File: src/rtl/axis_stream_pkg.sv
// Shared sizing helpers for the buffered AXI4-Stream master.
// The optional packet counter is selected with the macro AXIS_PKT_COUNTER_EN.
package axis_stream_pkg;

   // Pointer width for a power-of-two FIFO; at least one bit.
   function automatic int unsigned ptr_width(input int unsigned depth);
      return (depth > 32'd1) ? $clog2(depth) : 32'd1;
   endfunction

   // Occupancy counter width: must be able to represent DEPTH itself.
   function automatic int unsigned level_width(input int unsigned depth);
      return $clog2(depth + 32'd1);
   endfunction

   // Stored entry width: one tlast bit on top of the data word.
   function automatic int unsigned entry_width(input int unsigned data_width);
      return data_width + 32'd1;
   endfunction

endpackage

File: src/rtl/sync_fifo.sv
// Single-clock FIFO with registered full/empty flags and a
// first-word-fall-through read port (head visible without a read strobe).
module sync_fifo
   import axis_stream_pkg::*;
#(
   parameter int unsigned WIDTH = 33,
   parameter int unsigned DEPTH = 8
) (
   input  logic                          clk,
   input  logic                          rst,
   input  logic                          wr_en,
   input  logic [WIDTH-1:0]              wr_data,
   input  logic                          rd_en,
   output logic [WIDTH-1:0]              rd_data,
   output logic                          full,
   output logic                          empty,
   output logic [level_width(DEPTH)-1:0] level
);

   localparam int unsigned PTR_W = ptr_width(DEPTH);
   localparam int unsigned LVL_W = level_width(DEPTH);
   localparam logic [PTR_W-1:0] PTR_ONE  = PTR_W'(1);
   localparam logic [LVL_W-1:0] LVL_ONE  = LVL_W'(1);
   localparam logic [LVL_W-1:0] LVL_ZERO = LVL_W'(0);
   localparam logic [LVL_W-1:0] LVL_FULL = LVL_W'(DEPTH);

   logic [WIDTH-1:0] mem_r [DEPTH];
   logic [PTR_W-1:0] wr_ptr_r;
   logic [PTR_W-1:0] rd_ptr_r;
   logic [LVL_W-1:0] level_r;
   logic [LVL_W-1:0] level_nxt_s;
   logic             full_r;
   logic             empty_r;
   logic             wr_ok_s;
   logic             rd_ok_s;

   assign wr_ok_s = wr_en && !full_r;
   assign rd_ok_s = rd_en && !empty_r;

   // Next occupancy: simultaneous write and read leave it unchanged.
   always_comb begin
      level_nxt_s = level_r;
      case ({wr_ok_s, rd_ok_s})
         2'b10:   level_nxt_s = level_r + LVL_ONE;
         2'b01:   level_nxt_s = level_r - LVL_ONE;
         default: level_nxt_s = level_r;
      endcase
   end

   // Pointers, occupancy and flags; pointers wrap naturally at DEPTH.
   always_ff @(posedge clk or posedge rst) begin
      if (rst) begin
         wr_ptr_r <= {PTR_W{1'b0}};
         rd_ptr_r <= {PTR_W{1'b0}};
         level_r  <= LVL_ZERO;
         full_r   <= 1'b0;
         empty_r  <= 1'b1;
      end else begin
         if (wr_ok_s) begin
            wr_ptr_r <= wr_ptr_r + PTR_ONE;
         end
         if (rd_ok_s) begin
            rd_ptr_r <= rd_ptr_r + PTR_ONE;
         end
         level_r <= level_nxt_s;
         full_r  <= (level_nxt_s == LVL_FULL);
         empty_r <= (level_nxt_s == LVL_ZERO);
      end
   end

   // Storage array; contents are don't-care until written, so no reset.
   always_ff @(posedge clk) begin
      if (wr_ok_s) begin
         mem_r[wr_ptr_r] <= wr_data;
      end
   end

   assign rd_data = mem_r[rd_ptr_r];
   assign full    = full_r;
   assign empty   = empty_r;
   assign level   = level_r;

endmodule

File: src/rtl/axis_stream_buffer.sv
// Buffered AXI4-Stream master: FIFO plus registered output stage with a
// bypass path for one beat per clock. TLAST comes from pi_tlast, or from an
// internal beat counter when AXIS_PKT_COUNTER_EN is defined.
module axis_stream_buffer
   import axis_stream_pkg::*;
#(
   parameter int unsigned C_M_AXIS_TDATA_WIDTH = 32,
   parameter int unsigned DEPTH                = 8,
   parameter int unsigned PKT_LEN_WIDTH        = 16
) (
   input  logic                              M_AXIS_ACLK,
   input  logic                              M_AXIS_ARESET,
   input  logic [C_M_AXIS_TDATA_WIDTH-1:0]   pi_r_data,
   input  logic                              pi_tlast,
   input  logic                              pi_data_valid,
   output logic                              po_read_data,
   input  logic [PKT_LEN_WIDTH-1:0]          pi_pkt_len,
   output logic [level_width(DEPTH)-1:0]     po_level,
   output logic                              po_pkt_done,
   output logic                              M_AXIS_TVALID,
   output logic [C_M_AXIS_TDATA_WIDTH-1:0]   M_AXIS_TDATA,
   output logic [C_M_AXIS_TDATA_WIDTH/8-1:0] M_AXIS_TSTRB,
   output logic                              M_AXIS_TLAST,
   input  logic                              M_AXIS_TREADY
);

   localparam int unsigned EW = entry_width(C_M_AXIS_TDATA_WIDTH);

   typedef struct packed {
      logic                            tlast;
      logic [C_M_AXIS_TDATA_WIDTH-1:0] data;
   } fifo_entry_t;

   fifo_entry_t                      in_entry_s;
   fifo_entry_t                      head_entry_s;
   logic [EW-1:0]                    head_raw_s;
   logic                             fifo_full_s;
   logic                             fifo_empty_s;
   logic                             push_s;
   logic                             accept_s;
   logic                             out_free_s;
   logic                             bypass_s;
   logic                             pop_s;
   logic                             fifo_wr_s;
   logic                             tlast_in_s;
   logic                             tvalid_r;
   logic [C_M_AXIS_TDATA_WIDTH-1:0]  tdata_r;
   logic                             tlast_r;

   // Handshake: full is registered, so po_read_data has no path from pi_data_valid.
   assign po_read_data = !fifo_full_s;
   assign push_s       = pi_data_valid && !fifo_full_s;
   assign accept_s     = tvalid_r && M_AXIS_TREADY;
   assign out_free_s   = !tvalid_r || accept_s;
   // The FIFO head has priority over the incoming word so order is kept.
   assign pop_s        = out_free_s && !fifo_empty_s;
   assign bypass_s     = push_s && fifo_empty_s && out_free_s;
   assign fifo_wr_s    = push_s && !bypass_s;

`ifdef AXIS_PKT_COUNTER_EN
   localparam logic [PKT_LEN_WIDTH-1:0] LEN_ZERO = PKT_LEN_WIDTH'(0);
   localparam logic [PKT_LEN_WIDTH-1:0] LEN_ONE  = PKT_LEN_WIDTH'(1);

   logic [PKT_LEN_WIDTH-1:0] beat_cnt_r;
   logic [PKT_LEN_WIDTH-1:0] pkt_len_r;
   logic [PKT_LEN_WIDTH-1:0] eff_len_s;
   logic                     unused_tlast_s;

   assign unused_tlast_s = pi_tlast;

   // Packet length in force: sampled live on the first beat, zero means one.
   always_comb begin
      eff_len_s = pkt_len_r;
      if (beat_cnt_r == LEN_ZERO) begin
         eff_len_s = (pi_pkt_len == LEN_ZERO) ? LEN_ONE : pi_pkt_len;
      end else begin
         eff_len_s = pkt_len_r;
      end
   end

   assign tlast_in_s = (beat_cnt_r == (eff_len_s - LEN_ONE));

   // Beat counter advances per pushed word and restarts after the last beat.
   always_ff @(posedge M_AXIS_ACLK or posedge M_AXIS_ARESET) begin
      if (M_AXIS_ARESET) begin
         beat_cnt_r <= LEN_ZERO;
         pkt_len_r  <= LEN_ONE;
      end else if (push_s) begin
         if (beat_cnt_r == LEN_ZERO) begin
            pkt_len_r <= eff_len_s;
         end
         beat_cnt_r <= tlast_in_s ? LEN_ZERO : (beat_cnt_r + LEN_ONE);
      end
   end
`else
   logic unused_pkt_len_s;

   assign unused_pkt_len_s = ^pi_pkt_len;
   assign tlast_in_s       = pi_tlast;
`endif

   assign in_entry_s   = '{tlast: tlast_in_s, data: pi_r_data};
   assign head_entry_s = fifo_entry_t'(head_raw_s);

   sync_fifo #(
      .WIDTH (EW),
      .DEPTH (DEPTH)
   ) u_fifo (
      .clk     (M_AXIS_ACLK),
      .rst     (M_AXIS_ARESET),
      .wr_en   (fifo_wr_s),
      .wr_data (in_entry_s),
      .rd_en   (pop_s),
      .rd_data (head_raw_s),
      .full    (fifo_full_s),
      .empty   (fifo_empty_s),
      .level   (po_level)
   );

   // Output stage: refill from FIFO head, else bypass, else drop TVALID after a beat.
   always_ff @(posedge M_AXIS_ACLK or posedge M_AXIS_ARESET) begin
      if (M_AXIS_ARESET) begin
         tvalid_r <= 1'b0;
         tdata_r  <= {C_M_AXIS_TDATA_WIDTH{1'b0}};
         tlast_r  <= 1'b0;
      end else if (pop_s) begin
         tvalid_r <= 1'b1;
         tdata_r  <= head_entry_s.data;
         tlast_r  <= head_entry_s.tlast;
      end else if (bypass_s) begin
         tvalid_r <= 1'b1;
         tdata_r  <= in_entry_s.data;
         tlast_r  <= in_entry_s.tlast;
      end else if (accept_s) begin
         tvalid_r <= 1'b0;
      end
   end

   assign M_AXIS_TVALID = tvalid_r;
   assign M_AXIS_TDATA  = tdata_r;
   assign M_AXIS_TLAST  = tlast_r;
   assign M_AXIS_TSTRB  = {(C_M_AXIS_TDATA_WIDTH/8){1'b1}};
   assign po_pkt_done   = tvalid_r && M_AXIS_TREADY && tlast_r;

endmodule
File: config.mk
export PLATFORM = sky130hd
export DESIGN_NAME = axis_stream_buffer
export DESIGN_NICKNAME = d
export VERILOG_FILES = /design/src/rtl/axis_stream_pkg.sv /design/src/rtl/sync_fifo.sv /design/src/rtl/axis_stream_buffer.sv
export SDC_FILE = /design/constraint.sdc
export NUM_CORES = 1
export LEC_CHECK = 0
export CAP_MARGIN = 20
export CORE_MARGIN = 2
export CORE_UTILIZATION = 53
export CTS_CLUSTER_DIAMETER = 40
export CTS_CLUSTER_SIZE = 16
export DETAILED_ROUTE_END_ITERATION = 8
export DONT_BUFFER_PORTS = 1
export PLACE_DENSITY_LB_ADDON = 0.05
export RECOVER_POWER = 50
export SLEW_MARGIN = 0
export SYNTH_ARGS = -nofsm -noshare
export SYNTH_HDL_FRONTEND = slang
export SYNTH_SLANG_ARGS = --single-unit
File: constraint.sdc
create_clock -name M_AXIS_ACLK -period 9.8 [get_ports M_AXIS_ACLK]
set_clock_uncertainty 0.15 [all_clocks]
set_input_delay 1.47 -clock M_AXIS_ACLK [delete_from_list [all_inputs] [get_ports M_AXIS_ACLK]]
set_output_delay 1.47 -clock M_AXIS_ACLK [all_outputs]
set_load 0.02 [all_outputs]
==> flow_summary.ini <==
[drt]
first_iter_violations = 504
ant_nets = 0
drc = 0
via_per_inst = 6.027
post_drt_wl_per_cell_microns = 24.31
wirelength_microns = 25480
vias = 6316
first_pass_iters = 6

[floorplan]
coreArea_sq_um = 22640
initial_core_util_pct = 53.91
dieHeight_microns = 155.8
chipWidth_microns = 155.8
dieArea_sq_um = 24260
pin_count = 97
rows = 55

[setup_path]
worstSetupPathType = flop to flop
r2r_slack_ps = 4450
r2r_start = u_fifo.empty
cp-end-kind = flop
critPathRequiredTime_ps = 10080
worstPathArrival_ps = 5630
startpoint_type = flop
r2r_cells = 9
path_max_fanout = 36
worstReg2RegEnd = u_fifo.full

[clocking]
htree_levels = 2
cts_hold_buf = 0
clockBufferDepth = 3
cts_resized = 0
cts_num_sinks = 310
root_buffer = clkbuf_16
clk_pin_slew_worst_paths_ps = 50
cts_tree = done
clk_latency_ps = 510
cts_inserted_buffers = 39
postCtsSetupBuffers = 0

[min_path]
worstHoldPathType = flop to flop
whs_endpoint = u_fifo.wr_ptr_r[0]
hold_start = u_fifo.wr_ptr_r[0]
hold_depth = 1

[grt]
overflow = 0
antenna_found_initial = 0
grt_max_degree = 59
grt_pass1_vias = 6593
grt_usage_pct = 21.43
grt_pass1_wl_microns = 38500

[sta]
fin_crit_ps = 5346
finalWorstSetupSlack_ps = 4454
rsz0062_at_grt = false
period_share_pct = 54.55
fin_hold_ws_ps = 378.2
worstMarginPinSlew_ps = 3073
tns_ps = 0
hold_viol_final = 0
setup_viol = 0
finalMaxSlewViolations = 115
slew_headroom_pct = -104.9
fmax_ghz = 0.1871

[yosys]
synth_fa_ha_area_share_pct = 0.6766
synth_top_family_by_area = multiplexers
synth-async-reset-ratio_pct = 14.84
syn_avg_cell_area_sq_um = 16.91
yosysWarnings = 0
yosys_most_used_dff = edfxtp_1
ys_seq_area_share_pct = 74.39
yosys.cell_types.count = 36
synth-edff-count = 264
netlist_top_cells_area = edfxtp_1, mux2i_1, dfrtp_1
synth_common_cells = edfxtp_1, mux2i_1, dfrtp_1, a21oi_1, nand2_1
yosys.area.top_type = edfxtp_1
synth-compound-area-share_pct = 7.350
synth-simple-area-share_pct = 3.055
syn_area_sq_um = 12210
netlist_instances = 722
synthXorXnorAreaFrac_pct = 0.5023
ys_ff_latch = 310
muxShareOfSynthArea_pct = 11.26
yosys.area.top_type_share_pct = 64.95
synth.most_common_cell = edfxtp_1

[run_status]
violations = max-capacitance violations, max-slew violations
outcome = finished with violations

[place]
portBuffers = 0
place_ws_ps = 5487
gp_congestion = 0.7045
postPlaceCellArea_sq_um = 12460
dp.final_hpwl_microns = 13000

[cells_and_area]
final_layout_size_suffix_gt1_share_pct = 12.32
syn_to_final_growth_pct = 13.00
num_antenna_cells = 0
post-route-util_pct = 60.92
finalNetCount = 794
finalInstanceArea_sq_um = 13790

[power_and_ir_drop]
cellPowerDensity_nw_per_um2 = 326.8
power.leakage_nw = 4.929
max-vdd-ir-drop_mv = 0.2557

[flow_run]
cap_violations = 3
==> cell usage in the layout, fill, tap and decap left out, types with 3 or more instances in the layout <==
master	n
clkbuf_16	39
xnor2_1	6
dfrtp_1	44
mux2i_1	135
conb_1	4
ha_1	5
nor2_4	6
inv_1	5
clkinv_2	5
clkbuf_1	5
nor2_1	27
nand2b_1	6
nand2_1	35
a21oi_1	36
clkinvlp_4	5
edfxtp_1	264
o21ai_0	9
a222oi_1	25
inv_6	3
clkbuf_8	3
o2bb2ai_1	8
a32oi_1	25
bufinv_16	6
a22oi_1	16
buf_4	15
==> layer usage <==
layer	vias up	wire length, microns	global-route usage (%)
li1	2883	-	-
met1	3216	10860	28.43
met2	183	12790	36.11
met3	34	1398	4.528
met4	0	435	6.160
met5	-	0	0
==> cell type report <==
class | count | area, sq um
multi-input combinational | 362 | 2877
clock buffer | 45 | 1028
tap | 285 | 356.6
timing repair buffer | 17 | 120.1
sequential | 310 | 9084
fill | 1644 | 8848
inverter | 5 | 18.77
clock inverter | 24 | 307.8
==> through the flow <==
step	instances	power, mW
6_report	1048	4.507
5_1_grt	1048	4.721
4_1_cts	1048	4.564
3_5_place_dp	979	3.112
3_3_place_gp	979	3.075
2_1_floorplan	725	2.808
==> power by group <==
group | switching (mW) | leakage [nW] | total, mW | internal, mW
combinational | 0.651 | 1.35 | 1.08 | 0.428
sequential | 0.279 | 2.93 | 1.98 | 1.71
clock | 0.527 | 0.644 | 1.44 | 0.917
total | 1.46 | 4.93 | 4.51 | 3.05
==> how the worst max path moves through the flow <==
stage,start,endpoint,slack (ps),depth (start not counted)
after global placement,M_AXIS_TREADY,u_fifo.full,5530,10
after detailed placement,M_AXIS_TREADY,u_fifo.full,5490,10
after CTS,u_fifo.empty,u_fifo.full,6010,9
after floorplan,M_AXIS_TREADY,u_fifo.mem_r[0][0],4730,4
after global routing,u_fifo.empty,u_fifo.full,4180,9
final,u_fifo.empty,u_fifo.full,4450,9
==> worst max-delay path, cell delays in order (launching register included) <==
cell	delay (ps)
dfstp_1	1600
nand2b_1	220
clkbuf_1	510
inv_1	930
ha_1	630
ha_1	370
nand3_1	100
and4b_1	200
a21oi_1	330
mux2i_1	230
==> sequential cells by signal (all words and copies together), names as in the netlist <==
signal / flops
u_fifo.rd_ptr_r: 3
u_fifo.mem_r: 264
u_fifo.full: 1
u_fifo.empty: 1
M_AXIS_TVALID: 1
u_fifo.wr_ptr_r: 3
M_AXIS_TLAST: 1
M_AXIS_TDATA: 32
u_fifo.level: 4
==> logic make-up after synthesis <==
family / Yosys count
AOI/OAI and AO/OA: 121
xor gates and xnor gates: 7
adders and majority gates: 6
buffers and inverters: 53
DFF: 310
muxes: 137
other: 1
and+or+nand+nor: 87
Power figures use the tool's default switching activity.
